**src/rtl/osd_dii_packet_buffer.sv**
```systemverilog
// Store-and-forward flit FIFO for one DII link, with a companion length FIFO
// that reports the flit count of the head packet.
module osd_dii_packet_buffer #(
    parameter int unsigned WIDTH      = 16,
    parameter int unsigned LOG_SIZE   = 3,
    parameter int unsigned FULLPACKET = 1
) (
    input  logic                clk,
    input  logic                rst,
    input  logic [WIDTH-1:0]    in_data,
    input  logic                in_last,
    input  logic                in_valid,
    output logic                in_ready,
    output logic [WIDTH-1:0]    out_data,
    output logic                out_last,
    output logic                out_valid,
    input  logic                out_ready,
    output logic [LOG_SIZE:0]   packet_size
);

    localparam int unsigned SIZE = 2 ** LOG_SIZE;
    localparam int unsigned CW   = LOG_SIZE + 1;
    localparam int unsigned DW   = WIDTH + 1;

    logic [DW-1:0]       flit_mem [SIZE];
    logic [CW-1:0]       len_mem  [SIZE];

    logic [LOG_SIZE-1:0] wr_ptr;
    logic [LOG_SIZE-1:0] rd_ptr;
    logic [LOG_SIZE-1:0] len_wr_ptr;
    logic [LOG_SIZE-1:0] len_rd_ptr;
    logic [CW-1:0]       count;
    logic [CW-1:0]       pkt_count;
    logic [CW-1:0]       cur_len;

    logic                full;
    logic                head_ok;
    logic                push;
    logic                pop;
    logic                pkt_in;
    logic                pkt_out;
    logic [DW-1:0]       head_flit;

    // Handshake decode from registered state; no combinational in->out path.
    always_comb begin
        full      = (count == CW'(SIZE));
        head_ok   = (FULLPACKET == 0) ? 1'b1 : ((pkt_count != '0) || full);
        in_ready  = !rst && !full;
        out_valid = (count != '0) && head_ok;
        push      = in_valid && in_ready;
        pop       = out_valid && out_ready;
        pkt_in    = push && in_last;
        head_flit = flit_mem[rd_ptr];
        out_data  = out_valid ? head_flit[WIDTH-1:0] : '0;
        out_last  = out_valid ? head_flit[WIDTH] : 1'b0;
        pkt_out   = pop && out_last;
        packet_size = (pkt_count != '0) ? len_mem[len_rd_ptr] : '0;
    end

    // Flit storage; the write slot never aliases the head while it is visible.
    always_ff @(posedge clk) begin
        if (push) begin
            flit_mem[wr_ptr] <= {in_last, in_data};
        end
    end

    // Length storage: one entry per completed packet.
    always_ff @(posedge clk) begin
        if (pkt_in) begin
            len_mem[len_wr_ptr] <= cur_len + CW'(1);
        end
    end

    // Pointers, occupancy and packet bookkeeping.
    always_ff @(posedge clk) begin
        if (rst) begin
            wr_ptr     <= '0;
            rd_ptr     <= '0;
            len_wr_ptr <= '0;
            len_rd_ptr <= '0;
            count      <= '0;
            pkt_count  <= '0;
            cur_len    <= '0;
        end else begin
            if (push) begin
                wr_ptr <= wr_ptr + LOG_SIZE'(1);
                if (in_last) begin
                    len_wr_ptr <= len_wr_ptr + LOG_SIZE'(1);
                    cur_len    <= '0;
                end else begin
                    cur_len    <= cur_len + CW'(1);
                end
            end
            if (pop) begin
                rd_ptr <= rd_ptr + LOG_SIZE'(1);
                if (out_last) begin
                    len_rd_ptr <= len_rd_ptr + LOG_SIZE'(1);
                end
            end
            case ({push, pop})
                2'b10:   count <= count + CW'(1);
                2'b01:   count <= count - CW'(1);
                default: count <= count;
            endcase
            case ({pkt_in, pkt_out})
                2'b10:   pkt_count <= pkt_count + CW'(1);
                2'b01:   pkt_count <= pkt_count - CW'(1);
                default: pkt_count <= pkt_count;
            endcase
        end
    end

endmodule
```
**config.mk**
```make
export PLATFORM = sky130hd
export DESIGN_NAME = osd_dii_packet_buffer
export DESIGN_NICKNAME = d
export VERILOG_FILES = /design/src/rtl/osd_dii_packet_buffer.sv
export SDC_FILE = /design/constraint.sdc
export NUM_CORES = 1
export LEC_CHECK = 0
export ABC_CLOCK_PERIOD_IN_PS = 4000
export BUFFER_PORTS_ARGS = -buffer_cell sky130_fd_sc_hd__clkbuf_2
export CELL_PAD_IN_SITES_DETAIL_PLACEMENT = 0
export CELL_PAD_IN_SITES_GLOBAL_PLACEMENT = 2
export CORE_MARGIN = 8
export CORE_UTILIZATION = 40
export CTS_CLUSTER_SIZE = 30
export DETAILED_ROUTE_END_ITERATION = 6
export PLACE_DENSITY = 0.66
export SKIP_LAST_GASP = 1
export SLEW_MARGIN = 20
export SYNTH_ARGS = -nofsm -noshare
export SYNTH_HDL_FRONTEND = slang
export SYNTH_SLANG_ARGS = --single-unit
```
**constraint.sdc**
```tcl
create_clock -name clk -period 4 [get_ports clk]
set_clock_uncertainty 0.05 [all_clocks]
set_input_delay 0 -clock clk [delete_from_list [all_inputs] [get_ports clk]]
set_output_delay 0 -clock clk [all_outputs]
set_load 0.005 [all_outputs]
```
==> results.yml <==
setup_path:
  arrival_ns: 3.32
  path_max_fanout: 10
  slowest_stage: "dfxtp_1"
  critPathLaunchType: "register"
  worst_path_largest_cell_delay_ns: 0.72
  crit_path_end_kind: "register"
  crit_type: "register to register"
  r2r_setup_slack_ns: 0.97
  r2r_end: "pkt_count[2]$_SDFFE_PP0P_"
  crit_path_cell_trace: "mux4_2 -> mux2i_2 -> nor2_1 -> ha_1 -> xor2_1 -> ha_1 -> a21oi_1 -> xor2_1 -> or3_1 -> a21oi_1"
  worst_r2r_path_depth: 10
  crit_required_ns: 4.29
yosys:
  synth.area.top_cells: "edfxtp_1 63%, mux4_2 12%, dfxtp_1 7.6%"
  netlist_top_cells_count: "168 x edfxtp_1, 42 x mux4_2, 40 x nor2_1"
  yosysTopAreaCellShare_pct: 63.48
  synth-edff-count: 168
  synth-seq-cells: 198
  yosysWarnings: 0
  yosysMostFrequentCell: "edfxtp_1"
  syn_area_sq_um: 7948
  synth_cell_types: 45
  synthesis.area_per_instance_sq_um: 17.98
  synth_nets: 474
  yosys_most_used_dff: "edfxtp_1"
  async_reset_ff_share_pct: 0
  synth_area_leader_cell: "edfxtp_1"
  ys_seq_area_share_pct: 71.03
  syn_inst: 442
power_and_ir_drop:
  peakVddDrop_v: 0.0003370
  p_switching_uw: 1305
  clockPowerShare_pct: 34.4
  power_density_nw_per_um2: 525.6
  switching_share_pct: 26.76
  power_frac_comb_pct: 16.3
  p_seq_share_pct: 49.2
  internal-power_uw: 3573
  p_leak_uw: 0.003030
sta:
  worst_slew_pin_slew_ns: 0.7452
  period_share_pct: 75.84
  clock.fmax_ghz: 0.3296
  timing.slew.headroom_pct: 49.26
  setup_viol: 0
  hold_violations: 0
  final.setup.worst_slack_ns: 0.9665
  rsz0062_at_grt: "no"
  fin_crit_ns: 3.034
  finalMaxSlewViolations: 0
  tns_ns: 0
floorplanning:
  start_util_pct: 40.84
  die_area_sq_um: 24630
  die_y_microns: 157.0
  fp.coreArea_sq_um: 19460
  die_w_microns: 157.0
  ios: 44
  rows: 51
clocking:
  cts.sinks: 198
  htree_num_levels: 4
  cts_tree: "yes"
  cts_buffers: 17
  holdBufCountCts: 18
  cts_resized: 0
  insertion_delay_ns: 0.42
  clk_pin_slew_ns: 0.07
  cts_setup_buffers: 0
  cts_max_path_buffers: 2
  root_buffer: "clkbuf_16"
placed_design:
  dp_cells: 741
  gp_congestion: 0.7289
  dp_worst_setup_slack_ns: 0.9580
  placed_area_sq_um: 8506
  io_buffers: 43
  dp_hpwl_microns: 9322
min_path:
  min_from: "rst"
  min_path_cells: 2
  hold_class: "input pin to register"
  min_to: "count[1]$_SDFFE_PP0P_"
global_routing:
  grt_pass1_vias: 4303
  grt_use_total_pct: 13.22
  antenna_found_initial: 0
  grt-ovfl-total: 0
  grt_max_degree: 33
  grt_pass1_wl_microns: 24140
layout:
  final_nets: 545
  n_antenna_cell: 0
  synthToLayoutAreaGrowth_pct: 16.77
  seq_area_sq_um: 5647
  fin_util_pct: 47.68
  fillers: 1633
  drive_gt1_share_pct: 28.38
  finalNonFillerCells: 790
  multi_input_area_sq_um: 2205
  final_area_sq_um: 9280
routing:
  detail_route.first_pass.iterations: 4
  drc: 0
  viasPerCell: 5.114
  detail_route.wl_per_cell_microns: 19.27
  postRouteAntennaNets: 0
  drt_iter0_markers: 253
  num_vias: 4040
  drt_wl_total_microns: 15230
status:
  status: "finished clean"
run:
  cap_violations: 0
## sequential cells by signal (all words and copies together), names as in the netlist, named ones only
register,flops
rd_ptr,3
count,4
len_mem,32
len_wr_ptr,3
len_rd_ptr,3
cur_len,4
wr_ptr,3
pkt_count,4
flit_mem,136
## power by group through the flow
stage / Sequential [uW] / Clock, uW / Combinational (uW)
floorplan: 2400 / 0 / 611
global placement: 2450 / 0 / 797
detailed placement: 2450 / 0 / 806
CTS: 2400 / 1720 / 824
global route: 2420 / 1800 / 899
finish: 2400 / 1680 / 797
## cell families (layout without fill, tap and decap cells)
kind of cell | Yosys count | count (layout) | share of synthesized area, %
AOI/OAI and AO/OA | 33 | 33 | 2.582
xor gates and xnor gates | 11 | 11 | 1.212
adders and majority gates | 11 | 11 | 1.732
buffers and inverters | 28 | 111 | 1.826
DFF | 198 | 198 | 71.03
muxes | 69 | 69 | 15.52
and+or+nand+nor | 92 | 92 | 6.093
## cell usage in the layout, fill, tap and decap left out, types with 4 or more instances in the layout
cell and n:
a21oi_1 15, buf_4 11, clkbuf_16 17, clkbuf_2 43, dfxtp_1 29, dlygate4sd3_1 18, edfxtp_1 168, ha_1 11
inv_1 7, inv_8 6, mux2i_1 24, mux4_2 42, nand2_1 12, nand3_1 4, nor2_1 39, o21ai_0 5
o21ai_1 4, or3_1 4, xor2_1 9
## metal layers
| metal | routed length [microns] | up-vias | GRT usage (%) |
|---|---|---|---|
| met5 | 0 | - | 0 |
| met4 | 189 | 0 | 4.989 |
| met3 | 461 | 10 | 2.605 |
| met2 | 7557 | 54 | 21.23 |
| met1 | 7019 | 2094 | 17.51 |
| li1 | - | 1882 | - |
## metrics by stage
step	power (uW)	hold WS (ns)
floorplan	3007	0.01907
global placement	3243	0.2221
detailed placement	3256	0.2326
CTS	4951	0.04972
global route	5118	0.08413
finish	4878	0.06743
## how the worst max path moves through the flow
stage | from | end | slack [ns] | cells after the start
after detailed placement | register | pkt_count[3]$_SDFFE_PP0P_ | 0.96 | 7
after CTS | register | pkt_count[2]$_SDFFE_PP0P_ | 0.98 | 10
final | register | pkt_count[2]$_SDFFE_PP0P_ | 0.97 | 10
after floorplan | count[0]$_SDFFE_PP0P_ | flit_mem[2][0]$_DFFE_PP_ | 0.69 | 4
after global routing | register | pkt_count[2]$_SDFFE_PP0P_ | 0.71 | 10
after global placement | register | pkt_count[2]$_SDFFE_PP0P_ | 0.99 | 10
## worst max-delay path: cells and delay by family, from the launching register on
family	cells	cell delay (ns)
AND/OR/NAND/NOR	2	0.43
adder cells (fa/ha/maj)	2	0.45
flip-flops	1	0.72
XOR/XNOR	2	0.27
AO/OA/AOI/OAI	2	0.29
multiplexers	2	0.76
## layout make-up
| class | instances | area share (%) |
|---|---|---|
| flip-flops and latches | 198 | 60.85 |
| multi-input cells | 216 | 23.76 |
| repair buffers | 72 | 5.150 |
| clock buffers | 17 | 4.584 |
| well taps | 265 | 3.573 |
| clock inverters | 14 | 1.753 |
| inverters | 8 | 0.3371 |
Power figures use the tool's default switching activity.
